--- config.mk ---
export PLATFORM = sky130hd
export DESIGN_NAME = mem_port_arbiter
export DESIGN_NICKNAME = d
export VERILOG_FILES = /design/src/rtl/mem_arb_pkg.sv /design/src/rtl/rr_arbiter2.sv /design/src/rtl/mem_port_arbiter.sv
export SDC_FILE = /design/constraint.sdc
export NUM_CORES = 1
export LEC_CHECK = 0
export ABC_AREA = 0
export CAP_MARGIN = 20
export CORE_AREA = 2 2 123 125
export DETAILED_ROUTE_END_ITERATION = 10
export DIE_AREA = 0 0 125 127
export SYNTH_ARGS = -nofsm -noshare
export SYNTH_HDL_FRONTEND = slang
export SYNTH_SLANG_ARGS = --single-unit
--- constraint.sdc ---
create_clock -name clk -period 2 [get_ports clk]
set_clock_uncertainty 0.1 [all_clocks]
set_input_delay 0.3 -clock clk [delete_from_list [all_inputs] [get_ports clk]]
set_output_delay 0.3 -clock clk [all_outputs]
set_load 0.02 [all_outputs]
--- src/rtl/mem_arb_pkg.sv ---
// Shared definitions for the two-port memory arbiter.
//   - arb_state_e  : arbiter FSM states
//   - MAX_BURST_DEF: default maximum beats per burst
//   - PORT_IC/DC   : port indices (0 = instruction cache, 1 = data cache)
package mem_arb_pkg;

  typedef enum logic [1:0] {
    IDLE    = 2'd0,
    CMD     = 2'd1,
    RD_DATA = 2'd2,
    WR_DATA = 2'd3
  } arb_state_e;

  localparam int MAX_BURST_DEF = 16;
  localparam int NUM_PORTS     = 2;
  localparam int PORT_IC       = 0;
  localparam int PORT_DC       = 1;
  localparam int ADDR_W        = 32;
  localparam int DATA_W        = 32;

endpackage

--- src/rtl/rr_arbiter2.sv ---
// Two-requester round-robin grant.
//   clk, resetn : clock, synchronous active-low reset
//   req[1:0]    : request vector
//   update      : commit the current grant as the new last-grant
//   gnt_idx     : index of the winning requester (valid when |req)
// On a tie the requester not granted last wins. Last-grant resets to 1 so
// requester 0 wins the first tie.
module rr_arbiter2 (
  input  logic       clk,
  input  logic       resetn,
  input  logic [1:0] req,
  input  logic       update,
  output logic       gnt_idx
);

  logic last_q;

  always_comb begin
    gnt_idx = 1'b0;
    case (req)
      2'b01:   gnt_idx = 1'b0;
      2'b10:   gnt_idx = 1'b1;
      2'b11:   gnt_idx = ~last_q;
      default: gnt_idx = 1'b0;
    endcase
  end

  always_ff @(posedge clk) begin
    if (!resetn)                last_q <= 1'b1;
    else if (update && (|req))  last_q <= gnt_idx;
  end

endmodule

--- src/rtl/mem_port_arbiter.sv ---
// Arbitrates instruction-cache (port 0) and data-cache (port 1) burst masters
// onto one shared Avalon-style memory master.
//   clk, resetn        : clock, synchronous active-low reset
//   mN_address/read/write/burstcount/writedata : port N burst request
//   mN_waitrequest     : low only when the granted port's command/beat is taken
//   mN_readdata/readdatavalid : read beats routed back to the granted port
//   av_*               : shared memory master (command, write data, read return)
// One burst is in flight at a time: IDLE -> CMD -> RD_DATA/WR_DATA -> IDLE.
module mem_port_arbiter import mem_arb_pkg::*; #(
  parameter  int MAX_BURST = MAX_BURST_DEF,
  localparam int BCW       = $clog2(MAX_BURST) + 1
) (
  input  logic              clk,
  input  logic              resetn,
  // port 0: instruction cache
  input  logic [ADDR_W-1:0] m0_address,
  input  logic              m0_read,
  input  logic              m0_write,
  input  logic [BCW-1:0]    m0_burstcount,
  input  logic [DATA_W-1:0] m0_writedata,
  output logic              m0_waitrequest,
  output logic [DATA_W-1:0] m0_readdata,
  output logic              m0_readdatavalid,
  // port 1: data cache
  input  logic [ADDR_W-1:0] m1_address,
  input  logic              m1_read,
  input  logic              m1_write,
  input  logic [BCW-1:0]    m1_burstcount,
  input  logic [DATA_W-1:0] m1_writedata,
  output logic              m1_waitrequest,
  output logic [DATA_W-1:0] m1_readdata,
  output logic              m1_readdatavalid,
  // shared memory master
  output logic [ADDR_W-1:0] av_address,
  output logic              av_read,
  output logic              av_write,
  output logic [DATA_W-1:0] av_writedata,
  output logic [BCW-1:0]    av_burstcount,
  input  logic              av_waitrequest,
  input  logic [DATA_W-1:0] av_readdata,
  input  logic              av_readdatavalid
);

  // Per-port views as packed arrays so the granted port is a simple index.
  logic [NUM_PORTS-1:0]             p_rd, p_wr, p_req;
  logic [NUM_PORTS-1:0][ADDR_W-1:0] p_addr;
  logic [NUM_PORTS-1:0][DATA_W-1:0] p_wdata;
  logic [NUM_PORTS-1:0][BCW-1:0]    p_bc;
  logic [NUM_PORTS-1:0]             m_wait, m_rdv;
  logic [NUM_PORTS-1:0][DATA_W-1:0] m_rdata;

  assign p_rd    = {m1_read, m0_read};
  assign p_wr    = {m1_write, m0_write};
  assign p_req   = p_rd | p_wr;
  assign p_addr  = {m1_address, m0_address};
  assign p_wdata = {m1_writedata, m0_writedata};
  assign p_bc    = {m1_burstcount, m0_burstcount};

  assign m0_waitrequest   = m_wait[PORT_IC];
  assign m1_waitrequest   = m_wait[PORT_DC];
  assign m0_readdatavalid = m_rdv[PORT_IC];
  assign m1_readdatavalid = m_rdv[PORT_DC];
  assign m0_readdata      = m_rdata[PORT_IC];
  assign m1_readdata      = m_rdata[PORT_DC];

  arb_state_e     state_q, state_d;
  logic           gnt_q, gnt_d;
  logic [BCW-1:0] burst_q, burst_d;
  logic [BCW-1:0] cnt_q, cnt_d, cnt_inc;
  logic           arb_idx, arb_en;
  logic           g_rd, g_wr;

  // 0 beats means 1; anything beyond MAX_BURST is clamped.
  function automatic logic [BCW-1:0] norm_bc(input logic [BCW-1:0] bc);
    if (bc == '0)                 return BCW'(1);
    else if (bc > BCW'(MAX_BURST)) return BCW'(MAX_BURST);
    else                          return bc;
  endfunction

  assign arb_en = (state_q == IDLE) && (|p_req);

  rr_arbiter2 u_rr (
    .clk     (clk),
    .resetn  (resetn),
    .req     (p_req),
    .update  (arb_en),
    .gnt_idx (arb_idx)
  );

  // Read wins when a port raises both read and write.
  assign g_rd    = p_rd[gnt_q];
  assign g_wr    = p_wr[gnt_q] & ~p_rd[gnt_q];
  assign cnt_inc = cnt_q + BCW'(1);

  always_ff @(posedge clk) begin
    if (!resetn) begin
      state_q <= IDLE;
      gnt_q   <= 1'b0;
      burst_q <= '0;
      cnt_q   <= '0;
    end else begin
      state_q <= state_d;
      gnt_q   <= gnt_d;
      burst_q <= burst_d;
      cnt_q   <= cnt_d;
    end
  end

  always_comb begin
    state_d       = state_q;
    gnt_d         = gnt_q;
    burst_d       = burst_q;
    cnt_d         = cnt_q;
    av_address    = '0;
    av_read       = 1'b0;
    av_write      = 1'b0;
    av_writedata  = '0;
    av_burstcount = '0;
    m_wait        = '1;
    m_rdv         = '0;
    m_rdata       = '0;

    case (state_q)
      IDLE: begin
        if (|p_req) begin
          gnt_d   = arb_idx;
          burst_d = norm_bc(p_bc[arb_idx]);
          cnt_d   = '0;
          state_d = CMD;
        end
      end

      CMD: begin
        av_address    = p_addr[gnt_q];
        av_burstcount = burst_q;
        av_writedata  = p_wdata[gnt_q];
        av_read       = g_rd;
        av_write      = g_wr;
        if (!av_waitrequest && (g_rd || g_wr)) begin
          m_wait[gnt_q] = 1'b0;
          if (g_rd) begin
            cnt_d   = '0;
            state_d = RD_DATA;
          end else if (burst_q == BCW'(1)) begin
            // single-beat write: the command cycle carried the only beat
            cnt_d   = '0;
            state_d = IDLE;
          end else begin
            cnt_d   = BCW'(1);
            state_d = WR_DATA;
          end
        end
      end

      RD_DATA: begin
        if (av_readdatavalid) begin
          m_rdv[gnt_q]   = 1'b1;
          m_rdata[gnt_q] = av_readdata;
          cnt_d          = cnt_inc;
          if (cnt_inc == burst_q) state_d = IDLE;
        end
      end

      WR_DATA: begin
        av_write     = p_wr[gnt_q];
        av_writedata = p_wdata[gnt_q];
        if (p_wr[gnt_q] && !av_waitrequest) begin
          m_wait[gnt_q] = 1'b0;
          cnt_d         = cnt_inc;
          if (cnt_inc == burst_q) state_d = IDLE;
        end
      end

      default: state_d = IDLE;
    endcase

    // Reset is synchronous, so the state register may still hold a burst
    // state while resetn is low; keep the bus quiet regardless.
    if (!resetn) begin
      av_address    = '0;
      av_read       = 1'b0;
      av_write      = 1'b0;
      av_writedata  = '0;
      av_burstcount = '0;
      m_wait        = '1;
      m_rdv         = '0;
      m_rdata       = '0;
    end
  end

endmodule

== Yosys cells after proc, flatten, opt, wreduce, memory -nomap -nowiden ==
Cells that the tools add are included.
Storage, ports and cells
  memory bits (writable): 0
  ROM bits: 0
  flip-flop bits (word level): 14
  bits in latches: 0
  logic and storage cells: 92
  input port bits: 178
  memories kept: 0
Cells by class
  shift-type cells: 0
  multipliers: 0
  equal/unequal tests: 11
  multiplexer cells: 52
  divide/modulo/power cells: 0
  bitwise operators: 6
  add/subtract/negate cells: 1
  order comparisons: 4
  reduce and logical (&&, ||, !) cells: 13
Operators with widths (number)
  $mux W32: 9
  $mux W64: 3
  $and A64 B64 Y64: 1
  $mux W5: 10
  $demux W32 S1: 1
  $mux W2: 13
  $pmux W5 S4: 1
  $mux W1: 10
  $eq A2 B2 Y1 const B: 4
  $pmux W2 S4: 1
  $ne A2 B2 Y1 const B: 3
  $add A5 B1 Y5 const B: 1
  $eq A5 B1 Y1 const B: 1
  $eq A5 B5 Y1: 1
  $gt A5 B5 Y1 const B: 1
  $logic_and A1 B1 Y1: 5
  $logic_not A5 Y1: 1
  $lt A1 B2 Y1 const B: 2
  $pmux W1 S2: 2
  $pmux W2 S2: 1
  $reduce_and A4 Y1: 1
  $reduce_or A2 Y1: 2
  $eq A2 B1 Y1 const B: 1
  $logic_not A2 Y1: 1
  10 further kinds: 11

== Logic depth before layout (Yosys ltp) ==
  word-level depth: 9
  gate-level depth with buffers: 6
  gate-level depth less buffers: 5

== By module ==
Synthesis repeated with hierarchy kept, for this count alone.
Second synthesis, totals
  cell total of the unflattened synthesis: 340
  area total of the unflattened synthesis: 2401.1 um^2
Modules (own cells, without submodules)
  mem_port_arbiter: cells each 335, area an instance 2353.5 um^2, times used 1, seq. area each 260.2 um^2
  rr_arbiter2: cells each 5, area an instance 47.5 um^2, times used 1, seq. area each 20.0 um^2

== Worst setup path after synthesis ==
Ideal clock, no wire load.
  path kind: reg-to-output
  start point: register state_q[0]
  end point: output port m1_readdata[22]
  buffers on the path: 2
  stages on the path, launching flop included: 6
  required time: 1.600 ns
  slack: 0.095 ns
  arrival: 1.505 ns
  cell sequence: dfxtp_1 buf_4 and3b_1 and3_1 clkbuf_1 and2_1
Between the ends
  word-level cells in the longest chain between the ends: 3
Ends and longest elaborated chain
  start, declared: RTL line mem_port_arbiter.sv:66  | arb_state_e state_q, state_d;
  start signal, assigned: RTL line mem_port_arbiter.sv:102  | state_q <= state_d;
  $eq A2 B2 Y1: RTL line mem_port_arbiter.sv:123  | case (state_q)
  $mux W64: RTL line mem_port_arbiter.sv:123
  $mux W64: RTL line mem_port_arbiter.sv:179  | if (!resetn) begin
  end, declared: RTL line mem_port_arbiter.sv:31  | output logic [DATA_W-1:0] m1_readdata,
Every way passes these cells.

== Worst setup path after layout ==
  start point: register state_q[1]
  end point: output port m0_waitrequest
Between the ends
  word-level cells in the longest chain between the ends: 3
  elaborated cells on any way between the ends: 4
  those cells by class: 2 x eq/ne; 2 x mux
Ends and longest elaborated chain
  $eq A2 B2 Y1 or $eq A2 B1 Y1 (tied branches): RTL line mem_port_arbiter.sv:123
  $pmux W2 S2 (*): RTL line mem_port_arbiter.sv:123
  $mux W2 (*): RTL line mem_port_arbiter.sv:179
  end, declared: RTL line mem_port_arbiter.sv:21  | output logic m0_waitrequest,
Mark *: on every way between the ends. The rest lies on a longest branch, timed or not.

==> impl_metrics.csv <==
group,metric,value,unit
cells_and_area,area_growth,163.8,%
outcome,status,"complete, but fails checks",
job,cap_violations,0,
cells_and_area,nets,877,
global_routing,grt_pass1_vias,4044,
hold_path,min-delay-start,"resetn",
placed_design,gp_congestion,0.8217,
logic_synthesis,ys_types,46,
global_routing,overflow,0,
timing,final-hold-violation-count,0,
critical_path,r2r-start,"cnt_q[1]",
timing,rsz0062_at_grt,"true",
cells_and_area,final_util,44.78,%
timing,period_share,105.3,%
critical_path,critPathMostFrequentCell,"buf_6",
drt,num_vias,3865,
power,peakVddDrop,0.3349,mV
clock_network,htreeDepth,1,
logic_synthesis,synth_warnings,0,
logic_synthesis,yosysTopAreaCellShare,27.80,%
critical_path,crit_arrival,1.71,ns
global_routing,grt_max_degree,35,
cells_and_area,layout_common_cells,"clkdlybuf4s50_1 (170), nor2_1 (74), mux2i_1 (65), buf_6 (52), dlygate4sd2_1 (43)",
logic_synthesis,ys_ff_latch,14,
logic_synthesis,avgSynthCellArea,7.097,sq um
critical_path,slowest_delay,0.40,ns
global_routing,grt_pass1_wl,22170,um
timing,worstMarginPinSlew,0.4144,ns
clock_network,clkSinkCount,14,
critical_path,crit_fanout,5,
logic_synthesis,yosys.area.top_type,"mux2i_1",
timing,slew_violations,0,
cells_and_area,final_cell_area,6459,sq um
critical_path,crit_buf_inv,2,
critical_path,crit_cells,5,
cells_and_area,layout_commonest_cell,"clkdlybuf4s50_1",
clock_network,cts_tree,"yes",
critical_path,cp_slowest_cell,"or3_4",
timing,finalSetupViolations,1,
clock_network,clkLatencyLatePin,0.25,ns
timing,fmax,474.6,MHz
logic_synthesis,syn_nets,524,
drt,drtPass1Iterations,4,
critical_path,cp-end-kind,"output port",
critical_path,ff2ff_setup_slack,0.05,ns
drt,final_antenna_net_count,0,
power,power,4.002,mW
floorplanning,die_y,127,um
floorplanning,start_util,16.98,%
critical_path,rr_endpoint,"state_q[0]",
hold_path,hp-class,"in -> reg",
placed_design,dp_hpwl,11880,um
critical_path,cp_cell_sequence,"buf_6 -> or2_4 -> o221a_4 -> or3_4 -> buf_6",
critical_path,startpoint,"state_q[1]",
floorplanning,fp.coreArea,14420,sq um
power,leakage,2.897,nW
drt,first_iter_violations,74,
clock_network,clk_pin_slew,0.05,ns
drt,wl_per_cell,17.28,um
logic_synthesis,synthArstFlopShare,0,%
placed_design,numPortBuffers,316,
clock_network,cts_hold_buffers,0,
outcome,violations,"setup timing",
drt,drc,0,
critical_path,worstSetupStartpointType,"flip-flop",
placed_design,place_area,6037,sq um
critical_path,cp.required,1.60,ns
logic_synthesis,yosysSeqAreaShare,11.45,%
floorplanning,dieArea,15880,sq um
floorplanning,rows,44,
drt,routed_wirelength,15240,um
timing,relSlewSlack,72.37,%
clock_network,cts-root-buf,"clkbuf_16",
power,p_per_area,619.7,nW/um^2
timing,setup-tns-final,-0.1070,ns
floorplanning,io_pins,317,
logic_synthesis,synth_flop_cell,"dfxtp_1",
logic_synthesis,synthCells,345,
timing,layout_setup_ws,-0.1070,ns
critical_path,critPathCapture,"m0_waitrequest",
floorplanning,die_x,125,um
global_routing,antenna_found_initial,0,
cells_and_area,drive_above_1_share,30.42,%
clock_network,cts_max_path_buffers,2,
logic_synthesis,syn_area,2449,sq um
critical_path,reg2reg_depth,6,
logic_synthesis,synth_area_leaders,"mux2i_1 (28%), and2_1 (18%), nor2_1 (12%)",
timing,period_minus_slack,2.107,ns
logic_synthesis,synth_edf_count,0,
drt,drt-vias-per-instance,4.382,
critical_path,critPathKind,"reg -> out",
cells_and_area,nFillCells,1440,
clock_network,cts_buffers,3,
global_routing,track_usage,17.31,%
critical_path,critPathTopFamily,"simple AND/OR/NAND/NOR gates",
==> report_power, final <==
part / switching [mW] / internal (mW) / leakage [nW]
clock: 0.123 / 0.270 / 0.0382
combinational: 1.48 / 1.66 / 2.74
sequential: 0.0982 / 0.376 / 0.117
==> cells in the mapped netlist, drive strengths merged, types with 2 or more instances <==
library cell	n
nor3b	2
or3	2
mux2i	70
xor2	2
dfxtp	14
nor4	2
a21oi	6
nand2b	2
nor2	76
buf	15
clkbuf	10
or2	3
a211oi	4
and2	69
xnor2	3
nor2b	8
o21bai	4
inv	4
o22ai	2
o211ai	3
nand2	9
and3b	2
o21ai	6
nor3	5
nand3	6
o32ai	3
==> sequential cells by signal (all words and copies together), names as in the netlist <==
| name | count |
|---|---|
| gnt_q | 1 |
| state_q | 2 |
| burst_q | 5 |
| u_rr.last_q | 1 |
| cnt_q | 5 |
==> per-layer routing <==
metal | global-route usage (%) | wire length [um] | vias up
met5 | 0 | 0 | -
met4 | 5.033 | 337 | 0
met3 | 3.769 | 1108 | 18
met2 | 33.60 | 8011 | 203
met1 | 18.79 | 5779 | 1760
li1 | - | - | 1884
==> area by class of cell <==
class                   instances  area [sq um]  share of cell area, %
diodes                          1         2.502                0.03874
clock buffers                   4         78.83                  1.220
inverters                       5         18.77                 0.2906
multi-input cells             301          2195                  33.98
well taps                     184         230.2                  3.565
flip-flops and latches         14         289.0                  4.475
repair buffers                373          3645                  56.43
==> kinds of logic (layout without fill, tap and decap cells) <==
| kind of cell | Yosys count | count (layout) | share of synthesized area [%] |
|---|---|---|---|
| simple gates | 188 | 188 | 39.86 |
| fa+ha+maj | 1 | 1 | 0.5109 |
| mux | 71 | 71 | 29.38 |
| other cells | 0 | 1 | 0 |
| buf+inv | 30 | 382 | 5.825 |
| compound gates | 36 | 36 | 11.19 |
| xor+xnor | 5 | 5 | 1.789 |
| flops | 14 | 14 | 11.45 |
==> worst min-delay path, delay by kind of cell <==
family                 cells  cell delay (ns)
buffers and inverters      2             0.31
AND/OR/NAND/NOR            1             0.06
==> worst min path at each step <==
stage                     slack (ns)     endpoint  depth (start not counted)
final                           0.35  u_rr.last_q                          3
after global routing            0.37  u_rr.last_q                          3
after CTS                       0.41  u_rr.last_q                          2
after detailed placement        0.40  u_rr.last_q                          2
after global placement          0.39  u_rr.last_q                          2
after floorplan                 0.36  u_rr.last_q                          2
==> what timing repair did <==
action	4_1_cts	5_1_grt
endpoints found under the setup margin	138	93
cloned	5	2
setup buffers	16	3
gates resized for setup	459	113
pin swaps	14	11
==> per-stage QoR <==
| stage | worst slack (ns) | hold slack (ns) | cells |
|---|---|---|---|
| floorplan | 0.09522 | 0.3626 | 345 |
| global placement | -0.5711 | 0.3939 | 853 |
| detailed placement | -0.5943 | 0.3973 | 853 |
| CTS | -0.1534 | 0.4107 | 878 |
| global route | -0.1419 | 0.3723 | 881 |
| finish | -0.1070 | 0.3473 | 882 |
Power figures use the tool's default switching activity.
